File: src/rtl/adpll_gain_sched_if.sv
// adpll_gain_sched_if
//   Groups the run request, reference/phase-error inputs and the gain /
//   status outputs of the ADPLL gain scheduler.
//   master : the side driving enable/ref/error (controller or bench)
//   slave  : the gain scheduler itself
interface adpll_gain_sched_if #(
  parameter int ERR_WIDTH = 8
);
  logic                        enable_i;
  logic                        ref_clk_i;
  logic signed [ERR_WIDTH-1:0] error_i;
  logic                        adpll_en_o;
  logic [7:0]                  kp_o;
  logic [7:0]                  ki_o;
  logic                        locked_o;
  logic                        lock_lost_o;
  logic                        timeout_o;
  logic [2:0]                  state_o;

  modport master (
    output enable_i, ref_clk_i, error_i,
    input  adpll_en_o, kp_o, ki_o, locked_o, lock_lost_o, timeout_o, state_o
  );

  modport slave (
    input  enable_i, ref_clk_i, error_i,
    output adpll_en_o, kp_o, ki_o, locked_o, lock_lost_o, timeout_o, state_o
  );
endinterface

File: src/rtl/adpll_gain_sched.sv
// adpll_gain_sched
//   Sequences an ADPLL from acquisition (wide gains) through tracking
//   (narrow gains) into lock, based on the phase error sampled on each
//   rising edge of the reference clock.
// Ports
//   fpga_clk_i : system clock, the only clock
//   rst_pbn_i  : asynchronous active-low reset
//   bus        : adpll_gain_sched_if.slave
//                in : enable_i, ref_clk_i, error_i
//                out: adpll_en_o, kp_o, ki_o, locked_o, lock_lost_o,
//                     timeout_o, state_o (all registered)
//
// state   | meaning
// IDLE    | ADPLL disabled, acquisition gains, waiting for enable_i
// ACQUIRE | wide gains, wait for SETTLE_CNT in-bound edges or time out
// TRACK   | narrow gains, wait for LOCK_CNT edges inside lock bound
// LOCKED  | narrow gains, locked_o high, watch for UNLOCK_CNT misses
// RESTART | ADPLL disabled for one cycle after an acquisition timeout
module adpll_gain_sched #(
  parameter int         ERR_WIDTH   = 8,
  parameter logic [7:0] KP_ACQ      = 8'd32,
  parameter logic [7:0] KI_ACQ      = 8'd8,
  parameter logic [7:0] KP_TRK      = 8'd9,
  parameter logic [7:0] KI_TRK      = 8'd1,
  parameter int         ACQ_THRESH  = 16,
  parameter int         LOCK_THRESH = 4,
  parameter int         SETTLE_CNT  = 32,
  parameter int         LOCK_CNT    = 64,
  parameter int         UNLOCK_CNT  = 8,
  parameter int         ACQ_TIMEOUT = 4096
) (
  input logic              fpga_clk_i,
  input logic              rst_pbn_i,
  adpll_gain_sched_if.slave bus
);

  typedef enum logic [2:0] {
    S_IDLE    = 3'd0,
    S_ACQUIRE = 3'd1,
    S_TRACK   = 3'd2,
    S_LOCKED  = 3'd3,
    S_RESTART = 3'd4
  } state_e;

  localparam int SET_W  = $clog2(SETTLE_CNT + 1);
  localparam int LCK_W  = $clog2(LOCK_CNT + 1);
  localparam int MIS_W  = $clog2(UNLOCK_CNT + 1);
  localparam int EDG_W  = $clog2(ACQ_TIMEOUT + 1);

  localparam logic [SET_W-1:0] SET_TC  = SET_W'(SETTLE_CNT);
  localparam logic [SET_W-1:0] SET_ONE = SET_W'(1);
  localparam logic [LCK_W-1:0] LCK_TC  = LCK_W'(LOCK_CNT);
  localparam logic [LCK_W-1:0] LCK_ONE = LCK_W'(1);
  localparam logic [MIS_W-1:0] MIS_TC  = MIS_W'(UNLOCK_CNT);
  localparam logic [MIS_W-1:0] MIS_ONE = MIS_W'(1);
  localparam logic [EDG_W-1:0] EDG_TC  = EDG_W'(ACQ_TIMEOUT);
  localparam logic [EDG_W-1:0] EDG_ONE = EDG_W'(1);

  localparam logic [ERR_WIDTH-1:0] ERR_MIN = {1'b1, {(ERR_WIDTH-1){1'b0}}};
  localparam logic [ERR_WIDTH-1:0] ERR_MAX = ~ERR_MIN;
  localparam logic [ERR_WIDTH-1:0] ERR_ONE = ERR_WIDTH'(1);
  localparam logic [ERR_WIDTH-1:0] ACQ_TH  = ERR_WIDTH'(ACQ_THRESH);
  localparam logic [ERR_WIDTH-1:0] LOCK_TH = ERR_WIDTH'(LOCK_THRESH);

  state_e               state_q, state_d;
  logic                 ref_q;
  logic [SET_W-1:0]     settle_q, settle_d, settle_inc;
  logic [LCK_W-1:0]     lock_q, lock_d, lock_inc;
  logic [MIS_W-1:0]     miss_q, miss_d, miss_inc;
  logic [EDG_W-1:0]     edge_q, edge_d, edge_inc;
  logic                 adpll_en_q, adpll_en_d;
  logic [7:0]           kp_q, kp_d, ki_q, ki_d;
  logic                 locked_q, locked_d;
  logic                 lock_lost_q, lock_lost_d;
  logic                 timeout_q, timeout_d;

  logic                 ref_edge;
  logic [ERR_WIDTH-1:0] err_u, abs_err;
  logic                 in_acq, in_lock, trk_gains;

  assign ref_edge = bus.ref_clk_i & ~ref_q;
  assign err_u    = bus.error_i;

  // The most negative code has no positive twin; clamp it to the largest
  // positive magnitude so it still reads as "far out of bound".
  always_comb begin
    if (err_u == ERR_MIN)           abs_err = ERR_MAX;
    else if (err_u[ERR_WIDTH-1])    abs_err = ~err_u + ERR_ONE;
    else                            abs_err = err_u;
  end

  assign in_acq  = (abs_err <= ACQ_TH);
  assign in_lock = (abs_err <= LOCK_TH);

  assign settle_inc = (settle_q == SET_TC) ? settle_q : settle_q + SET_ONE;
  assign lock_inc   = (lock_q   == LCK_TC) ? lock_q   : lock_q   + LCK_ONE;
  assign miss_inc   = (miss_q   == MIS_TC) ? miss_q   : miss_q   + MIS_ONE;
  assign edge_inc   = (edge_q   == EDG_TC) ? edge_q   : edge_q   + EDG_ONE;

  always_comb begin
    state_d     = state_q;
    settle_d    = settle_q;
    lock_d      = lock_q;
    miss_d      = miss_q;
    edge_d      = edge_q;
    lock_lost_d = 1'b0;
    timeout_d   = 1'b0;

    case (state_q)
      S_IDLE: begin
        if (bus.enable_i) state_d = S_ACQUIRE;
      end
      S_ACQUIRE: begin
        if (ref_edge) begin
          edge_d   = edge_inc;
          settle_d = in_acq ? settle_inc : '0;
          // settling wins over a timeout landing on the same edge
          if (in_acq && (settle_inc == SET_TC)) begin
            state_d = S_TRACK;
          end else if (edge_inc == EDG_TC) begin
            state_d   = S_RESTART;
            timeout_d = 1'b1;
          end
        end
      end
      S_TRACK: begin
        if (ref_edge) begin
          if (!in_acq) begin
            state_d = S_ACQUIRE;
          end else if (in_lock) begin
            lock_d = lock_inc;
            if (lock_inc == LCK_TC) state_d = S_LOCKED;
          end else begin
            lock_d = '0;
          end
        end
      end
      S_LOCKED: begin
        if (ref_edge) begin
          if (!in_lock) begin
            miss_d = miss_inc;
            if (miss_inc == MIS_TC) begin
              state_d     = S_ACQUIRE;
              lock_lost_d = 1'b1;
            end
          end else begin
            miss_d = '0;
          end
        end
      end
      S_RESTART: state_d = S_ACQUIRE;
      default:   state_d = S_IDLE;
    endcase

    // every state starts with fresh counters
    if (state_d != state_q) begin
      settle_d = '0;
      lock_d   = '0;
      miss_d   = '0;
      edge_d   = '0;
    end

    if (!bus.enable_i) begin
      state_d     = S_IDLE;
      settle_d    = '0;
      lock_d      = '0;
      miss_d      = '0;
      edge_d      = '0;
      lock_lost_d = 1'b0;
      timeout_d   = 1'b0;
    end

    // outputs decoded from the next state so they change together with state_o
    adpll_en_d = (state_d == S_ACQUIRE) || (state_d == S_TRACK) || (state_d == S_LOCKED);
    trk_gains  = (state_d == S_TRACK) || (state_d == S_LOCKED);
    kp_d       = trk_gains ? KP_TRK : KP_ACQ;
    ki_d       = trk_gains ? KI_TRK : KI_ACQ;
    locked_d   = (state_d == S_LOCKED);
  end

  always_ff @(posedge fpga_clk_i or negedge rst_pbn_i) begin
    if (!rst_pbn_i) begin
      state_q     <= S_IDLE;
      ref_q       <= 1'b0;
      settle_q    <= '0;
      lock_q      <= '0;
      miss_q      <= '0;
      edge_q      <= '0;
      adpll_en_q  <= 1'b0;
      kp_q        <= KP_ACQ;
      ki_q        <= KI_ACQ;
      locked_q    <= 1'b0;
      lock_lost_q <= 1'b0;
      timeout_q   <= 1'b0;
    end else begin
      state_q     <= state_d;
      ref_q       <= bus.ref_clk_i;
      settle_q    <= settle_d;
      lock_q      <= lock_d;
      miss_q      <= miss_d;
      edge_q      <= edge_d;
      adpll_en_q  <= adpll_en_d;
      kp_q        <= kp_d;
      ki_q        <= ki_d;
      locked_q    <= locked_d;
      lock_lost_q <= lock_lost_d;
      timeout_q   <= timeout_d;
    end
  end

  assign bus.state_o     = state_q;
  assign bus.adpll_en_o  = adpll_en_q;
  assign bus.kp_o        = kp_q;
  assign bus.ki_o        = ki_q;
  assign bus.locked_o    = locked_q;
  assign bus.lock_lost_o = lock_lost_q;
  assign bus.timeout_o   = timeout_q;

endmodule

File: src/flat_wrapper.sv
// flat-port wrapper written by rule: the top's interface ports become plain ports
module adpll_gain_sched_flat 
#(
  parameter int         ERR_WIDTH   = 8,
  parameter logic [7:0] KP_ACQ      = 8'd32,
  parameter logic [7:0] KI_ACQ      = 8'd8,
  parameter logic [7:0] KP_TRK      = 8'd9,
  parameter logic [7:0] KI_TRK      = 8'd1,
  parameter int         ACQ_THRESH  = 16,
  parameter int         LOCK_THRESH = 4,
  parameter int         SETTLE_CNT  = 32,
  parameter int         LOCK_CNT    = 64,
  parameter int         UNLOCK_CNT  = 8,
  parameter int         ACQ_TIMEOUT = 4096
)
  (fpga_clk_i, rst_pbn_i, bus_enable_i, bus_ref_clk_i, bus_error_i, bus_adpll_en_o, bus_kp_o, bus_ki_o, bus_locked_o, bus_lock_lost_o, bus_timeout_o, bus_state_o);
  adpll_gain_sched_if #(.ERR_WIDTH(ERR_WIDTH)) bus_i ();
  input logic fpga_clk_i;
  input logic rst_pbn_i;
  input wire logic [$bits(bus_i.enable_i)-1:0] bus_enable_i;
  input wire logic [$bits(bus_i.ref_clk_i)-1:0] bus_ref_clk_i;
  input wire logic [$bits(bus_i.error_i)-1:0] bus_error_i;
  output wire logic [$bits(bus_i.adpll_en_o)-1:0] bus_adpll_en_o;
  output wire logic [$bits(bus_i.kp_o)-1:0] bus_kp_o;
  output wire logic [$bits(bus_i.ki_o)-1:0] bus_ki_o;
  output wire logic [$bits(bus_i.locked_o)-1:0] bus_locked_o;
  output wire logic [$bits(bus_i.lock_lost_o)-1:0] bus_lock_lost_o;
  output wire logic [$bits(bus_i.timeout_o)-1:0] bus_timeout_o;
  output wire logic [$bits(bus_i.state_o)-1:0] bus_state_o;
  assign bus_i.enable_i = bus_enable_i;
  assign bus_i.ref_clk_i = bus_ref_clk_i;
  assign bus_i.error_i = bus_error_i;
  assign bus_adpll_en_o = bus_i.adpll_en_o;
  assign bus_kp_o = bus_i.kp_o;
  assign bus_ki_o = bus_i.ki_o;
  assign bus_locked_o = bus_i.locked_o;
  assign bus_lock_lost_o = bus_i.lock_lost_o;
  assign bus_timeout_o = bus_i.timeout_o;
  assign bus_state_o = bus_i.state_o;
  adpll_gain_sched #(.ERR_WIDTH(ERR_WIDTH), .KP_ACQ(KP_ACQ), .KI_ACQ(KI_ACQ), .KP_TRK(KP_TRK), .KI_TRK(KI_TRK), .ACQ_THRESH(ACQ_THRESH), .LOCK_THRESH(LOCK_THRESH), .SETTLE_CNT(SETTLE_CNT), .LOCK_CNT(LOCK_CNT), .UNLOCK_CNT(UNLOCK_CNT), .ACQ_TIMEOUT(ACQ_TIMEOUT)) u_core (.fpga_clk_i(fpga_clk_i), .rst_pbn_i(rst_pbn_i), .bus(bus_i));
endmodule
File: config.mk
export PLATFORM = sky130hd
export DESIGN_NAME = adpll_gain_sched_flat
export DESIGN_NICKNAME = d
export VERILOG_FILES = /design/src/rtl/adpll_gain_sched_if.sv /design/src/rtl/adpll_gain_sched.sv /design/src/flat_wrapper.sv
export SDC_FILE = /design/constraint.sdc
export NUM_CORES = 1
export LEC_CHECK = 0
export BUFFER_PORTS_ARGS = -buffer_cell sky130_fd_sc_hd__buf_2
export CAP_MARGIN = 20
export CORE_UTILIZATION = 50
export DETAILED_ROUTE_END_ITERATION = 8
export GPL_TIMING_DRIVEN = 0
export PLACE_DENSITY = 0.76
export SYNTH_ARGS = -nofsm -noshare
export SYNTH_HDL_FRONTEND = slang
export SYNTH_SLANG_ARGS = --single-unit
export TNS_END_PERCENT = 50
File: constraint.sdc
create_clock -name fpga_clk_i -period 3.9 [get_ports fpga_clk_i]
set_input_delay 0.39 -clock fpga_clk_i [delete_from_list [all_inputs] [get_ports fpga_clk_i]]
set_output_delay 0.39 -clock fpga_clk_i [all_outputs]
set_load 0.005 [all_outputs]
Word level (Yosys, flattened, before mapping). Index checks and enable logic that the tools add are counted.

Memories kept: 0. Memory bits (writable): 0. Bits in registers: 54. ROM bits: 0. Word-level logic and storage cells: 103. Latch bits: 0. Bits of input ports: 12.

Reductions and logical operators: 8. Bitwise operators: 3. Order comparisons: 2. Div/mod/pow operators: 0. Mux-type cells: 51. $add $sub $neg: 5. Shift operators: 0. Equality and inequality tests: 22. $mul: 0.

Operators by type and width (number): 13-bit two-way mux (5); 7-bit two-way mux (7); 6-bit two-way mux (7); 3-bit two-way mux (12); 4-bit two-way mux (7); 13-bit equality test (second input constant) (2); 8-bit two-way mux (2); 3-bit by 1-bit != test with 1-bit output (second input constant) (5); 3-bit one-hot mux with 5 select lines (1); 7-bit equality test (second input constant) (2); 13-bit by 1-bit adder with 13-bit output (second input constant) (1); 3-bit by 2-bit equality test with 1-bit output (second input constant) (4); 6-bit equality test (second input constant) (2); 1-bit two-way mux (10); 8-bit by 1-bit adder with 8-bit output (second input constant) (1); 4-bit equality test (second input constant) (2); 8-bit equality test (second input constant) (1); 8-bit by 3-bit less-or-equal comparator with 1-bit output (second input constant) (1); 8-bit by 5-bit less-or-equal comparator with 1-bit output (second input constant) (1); 8-bit inverter (1); 7-bit by 1-bit adder with 7-bit output (second input constant) (1); 6-bit by 1-bit adder with 6-bit output (second input constant) (1); 3-bit by 1-bit equality test with 1-bit output (second input constant) (2); 4-bit by 1-bit adder with 4-bit output (second input constant) (1); 9 further kinds (12).

Longest topological paths before layout.
Depth in word-level cells: 13. Mapped depth: 12. Gate-level depth less buffers: 10.

Worst setup path after synthesis. OpenSTA, ideal clock, no wires.

Path kind: in2reg. Start: in bus_error_i[0]. End: reg u_core.lock_q[2]. Data required time: 3827 ps. Setup time: 73 ps. Path slack: 1029 ps. Cell stages on the path: 12. Data arrival time: 2798 ps. Cells stage by stage: inv_1 -> ha_1 -> or4bb_1 -> o211a_1 -> a211oi_2 -> o21ai_2 -> buf_6 -> a2111o_1 -> a211oi_2 -> o211ai_2 -> buf_6 -> a21oi_2.

Longest elaborated chain between the ends: 12. Elaborated cells on any way between the ends: 27. Classes of those cells: add/sub: 1; order compare: 2; eq/ne: 5; mux: 16; bitwise: 1; reduce/logical: 2.

RTL lines: start, declared (line flat_wrapper.sv:22) `input wire logic [$bits(bus_i.error_i)-1:0] bus_error_i;`; 8-bit inverter (line adpll_gain_sched.sv:88) `else if (err_u[ERR_WIDTH-1]) abs_err = ~err_u + ERR_ONE;`; 8-bit by 1-bit adder with 8-bit output (line adpll_gain_sched.sv:88); 8-bit two-way mux (line adpll_gain_sched.sv:88); 8-bit two-way mux (*) (line adpll_gain_sched.sv:87) `if (err_u == ERR_MIN) abs_err = ERR_MAX;`; 8-bit by 3-bit less-or-equal comparator with 1-bit output / 8-bit by 5-bit less-or-equal comparator with 1-bit output (equally long branches) (line adpll_gain_sched.sv:93, adpll_gain_sched.sv:92); 3-bit two-way mux / 1-bit logical AND (equally long branches) (line adpll_gain_sched.sv:130, adpll_gain_sched.sv:118); 3-bit two-way mux, on equally long branches (line adpll_gain_sched.sv:128, adpll_gain_sched.sv:118); 3-bit two-way mux, on equally long branches (line adpll_gain_sched.sv:127, adpll_gain_sched.sv:114); 3-bit one-hot mux with 5 select lines (line adpll_gain_sched.sv:109) `case (state_q)`; 3-bit != test (line adpll_gain_sched.sv:156) `if (state_d != state_q) begin`; 3-bit by 1-bit != test with 1-bit output (no line) / 7-bit two-way mux (equally long branches); 3-bit AND reduction (no line) / 7-bit two-way mux (equally long branches); end signal, assigned (line adpll_gain_sched.sv:199) `lock_q <= lock_d;`; end, declared (line adpll_gain_sched.sv:68) `logic [LCK_W-1:0] lock_q, lock_d, lock_inc;`.

Every way passes the cells marked *; elsewhere a longest branch is shown, timed or not. The select of a mux whose other input is x is not followed. A chain may end at the register's enable or synchronous reset.

Worst setup path in the final report.
Start: reg u_core.edge_q[2]. End: reg u_core.edge_q[11].

Longest elaborated chain between the ends: 10. Elaborated cells on any way between the ends: 16. Classes of those cells: add/sub: 1; eq/ne: 5; mux: 9; reduce/logical: 1.

RTL lines: start, declared (line adpll_gain_sched.sv:70) `logic [EDG_W-1:0] edge_q, edge_d, edge_inc;`; start signal, assigned (line adpll_gain_sched.sv:201) `edge_q <= edge_d;`; 13-bit by 1-bit adder with 13-bit output / 13-bit equality test (equally long branches) (line adpll_gain_sched.sv:98) `assign edge_inc = (edge_q == EDG_TC) ? edge_q : edge_q + EDG_ONE;`; 13-bit two-way mux (*) (line adpll_gain_sched.sv:98); 13-bit equality test (line adpll_gain_sched.sv:120) `end else if (edge_inc == EDG_TC) begin`; 3-bit two-way mux (line adpll_gain_sched.sv:120); 3-bit two-way mux (line adpll_gain_sched.sv:118) `if (in_acq && (settle_inc == SET_TC)) begin`; 3-bit two-way mux (line adpll_gain_sched.sv:114) `if (ref_edge) begin`; 3-bit one-hot mux with 5 select lines (line adpll_gain_sched.sv:109); 3-bit != test (line adpll_gain_sched.sv:156); 3-bit by 1-bit != test with 1-bit output (no line) / 13-bit two-way mux (equally long branches); 2-bit AND reduction (no line) / 13-bit two-way mux (equally long branches).

Marked as above.

==> flow_summary.json <==
{
  "fin_tns_setup_ps": 0,
  "ys_warn_count": 0,
  "path_clk_slew_ps": 80,
  "vias_per_cell": 5.74,
  "async_flop_share": 1.00,
  "area_growth_pct": 13.0,
  "cts_buffer_depth": 2,
  "setup_violations": 0,
  "vias": 2823,
  "seq_area_frac_synth": 0.324,
  "start_util": 0.519,
  "cts_resized": 0,
  "portBuffers": 22,
  "slew_headroom": 0.399,
  "crit_chain": "clkbuf_1 -> and4_1 -> clkbuf_1 -> nand2_1 -> xnor2_1 -> a211oi_1 -> nand4_1 -> or4b_2 -> o211ai_2 -> buf_6 -> nor2_2",
  "synthFlopType": "dfrtp_1",
  "power.density_nw_per_um2": 290,
  "synthCells": 377,
  "antenna_found_initial": 0,
  "crit_type": "flop to flop",
  "dr.pass1.iters": 4,
  "worstReg2RegStart": "u_core.edge_q[2]",
  "synthAdderAreaFrac": 0.0364,
  "yosys-top-cells-area": "dfrtp_1 32%, nor2_1 4.4%, nand2_1 3.8%",
  "grt_pass1_wl_um": 11500,
  "htree_num_levels": 2,
  "crit_arrival_ps": 3290,
  "power.total_mw": 1.01,
  "combPwrFrac": 0.115,
  "die_w_um": 80.6,
  "grt.total_usage": 0.229,
  "dpl_cell_area_um2": 3330,
  "numCtsBuffers": 5,
  "wl_per_cell_um": 14.3,
  "holdWs_ps": 199,
  "peakVddDrop_mv": 0.230,
  "path_common_cell": "clkbuf_1",
  "final_area_um2": 3490,
  "grt_max_degree": 41,
  "switchingPower_mw": 0.233,
  "gr-total-overflow": 0,
  "wl_um": 7030,
  "yosysUniqueCellTypes": 64,
  "synth_mux_area_frac": 0.00648,
  "place_congestion": 0.867,
  "fin_util": 0.586,
  "dp_cells": 484,
  "worst-r2r-cell-count": 11,
  "dp_hpwl_um": 4930,
  "max_cap_violations": 0,
  "cts_root_buffer": "clkbuf_8",
  "status": "finished, final reports clean",
  "synth_compound_area_frac": 0.183,
  "r2r_slack_ps": 800,
  "final_cell_count_no_fill": 492,
  "cpLargestDelayFamily": "simple AND/OR/NAND/NOR gates",
  "ios": 35,
  "p_int_mw": 0.781,
  "grt_pass1_vias": 2500,
  "timing.final.ws_setup_ps": 803,
  "synth_edf_count": 0,
  "worst-path-buf-inv": 3,
  "drc_errors": 0,
  "slowest_stage": "or4b_2",
  "min_path_type": "input pin to async pin",
  "min_period_ps": 3100,
  "avgSynthCellArea_um2": 8.20,
  "finalHoldViolCount": 0,
  "hold_buffers": 0,
  "synth_top_cell_area_share": 0.316,
  "dieArea_um2": 6500,
  "drtIter0Drc": 130,
  "r2r-end": "u_core.edge_q[11]",
  "yosys.area.top_type": "dfrtp_1",
  "seqPwrFrac": 0.415,
  "p_clk_frac": 0.469,
  "layout.nets": 437,
  "max_clock_freq_ghz": 0.323,
  "layout-drive-gt1-share": 0.194,
  "required_ps": 4090,
  "cp_max_fo": 10,
  "start_kind": "flop",
  "fin_skew_ps": 7.53,
  "p_sw_frac": 0.229,
  "cpPeakStageDelay_ps": 650,
  "clock-sinks": 40,
  "detail-route-antenna-nets": 0,
  "die_h_um": 80.6,
  "rsz0062_at_grt": "false",
  "finalCritPeriodShare": 0.794,
  "synth.cell_area_um2": 3090,
  "cts_tree": "yes",
  "cts_setup_buffers": 0,
  "final_max_slew_viol_count": 0,
  "diodes": 0,
  "dp_slack_ps": 560,
  "rows": 28,
  "synthSimpleGateAreaFrac": 0.300,
  "ys_ff_latch": 40,
  "clk_latency_ps": 300,
  "synth_top_family_by_area": "simple AND/OR/NAND/NOR gates",
  "coreArea_um2": 5960,
  "synth-xor-area-share": 0.0567,
  "endpoint_kind": "flop",
  "worst_pin_slew_ps": 901,
  "p_leak_nw": 1.45
}
per-layer routing:
metal	share of wire	track usage	vias up	routed length, µm
met5	0	0	-	0
met4	0.021	0.0982	0	146
met3	0.045	0.0580	14	316
met2	0.47	0.369	65	3320
met1	0.46	0.289	1353	3250
li1	-	-	1391	-
flip-flops by register name, indices dropped and copies added, names as in the netlist:
register and cells:
u_core.edge_q 13, u_core.lock_q 7, u_core.settle_q 6, u_core.miss_q 4, u_core.bus.state_o 3, u_core.bus.adpll_en_o 1, u_core.bus.ki_o 1, u_core.bus.kp_o 1
u_core.bus.lock_lost_o 1, u_core.bus.locked_o 1, u_core.bus.timeout_o 1, u_core.ref_q 1
worst max-delay path by stage:
stage / start / end / slack (ps) / cells past startpoint
3_5_place_dp: bus_error_i[0] / u_core.edge_q[11] / 560 / 13
5_1_grt: u_core.edge_q[2] / u_core.lock_q[5] / 550 / 11
3_3_place_gp: bus_error_i[0] / u_core.edge_q[11] / 620 / 13
4_1_cts: u_core.edge_q[2] / u_core.edge_q[11] / 800 / 11
2_1_floorplan: bus_error_i[0] / u_core.lock_q[2] / 1030 / 12
6_report: u_core.edge_q[2] / u_core.edge_q[11] / 800 / 11
cell usage in the layout (no fill, tap or decap), types with 6 or more instances in the layout:
cell type,instances
dfrtp_1,39
nor2_1,36
nand2_1,31
buf_2,22
inv_1,19
o21ai_0,19
a21oi_1,18
nand3_1,15
nor2_2,15
clkbuf_1,14
buf_4,14
xnor2_1,11
conb_1,11
or3_1,10
nor3_1,9
xor2_1,9
ha_1,9
nand4_1,8
nand2b_1,6
nor3b_1,6
nor4_1,6
and3_1,6
a21oi_2,6
layout make-up:
class                      instances  area (µm²)
clock buffer                       5        68.8
buffer                            33         214
inverter                          19        71.3
timing repair buffer              22         110
multi-input combinational        295        1840
clock inverter                     3        90.1
sequential                        40        1000
tap                               75        93.8
fill                             563        2460
cells by family (layout without fill, tap and decap cells):
kind of cell | count (synthesis) | count (layout)
simple gates | 172 | 172
compound gates | 81 | 81
buf+inv | 52 | 82
flops | 40 | 40
xor+xnor | 20 | 20
fa+ha+maj | 9 | 9
mux | 2 | 2
other cells | 1 | 11
worst register-to-register path, stage by stage, from the launching register on:
cell and delay [ps]:
dfrtp_1 320, clkbuf_1 330, and4_1 260, clkbuf_1 290, nand2_1 120, xnor2_1 150, a211oi_1 240, nand4_1 190
or4b_2 650, o211ai_2 140, buf_6 240, nor2_2 60
power by group through the flow:
stage | Combinational [mW] | Clock [mW] | Sequential, mW
after floorplan | 0.0784 | 0 | 0.429
after global placement | 0.114 | 0 | 0.429
after detailed placement | 0.116 | 0 | 0.429
after CTS | 0.117 | 0.486 | 0.421
after global routing | 0.130 | 0.500 | 0.422
final | 0.117 | 0.476 | 0.421
cell usage after synthesis (all sizes together), types with 2 or more instances:
| cell | count |
|---|---|
| mux2i | 2 |
| and2 | 3 |
| nand2 | 31 |
| a211oi | 4 |
| nand4 | 8 |
| clkbuf | 14 |
| nand3b | 4 |
| xor2 | 9 |
| buf | 19 |
| or4bb | 2 |
| nor4b | 2 |
| nor4 | 6 |
| ha | 9 |
| o211ai | 6 |
| or3 | 11 |
| a21oi | 24 |
| or4 | 2 |
| and3 | 6 |
| o21ai | 20 |
| a31oi | 4 |
| nand4b | 2 |
| nor2 | 51 |
| o21a | 2 |
| o31a | 2 |
| xnor2 | 11 |
| or2 | 2 |
| dfrtp | 39 |
| nor3b | 6 |
| nand2b | 6 |
| nor3 | 9 |
| o211a | 3 |
| nor2b | 3 |
| inv | 19 |
| nand3 | 15 |
Note: power is estimated with default switching activity, not from simulation.
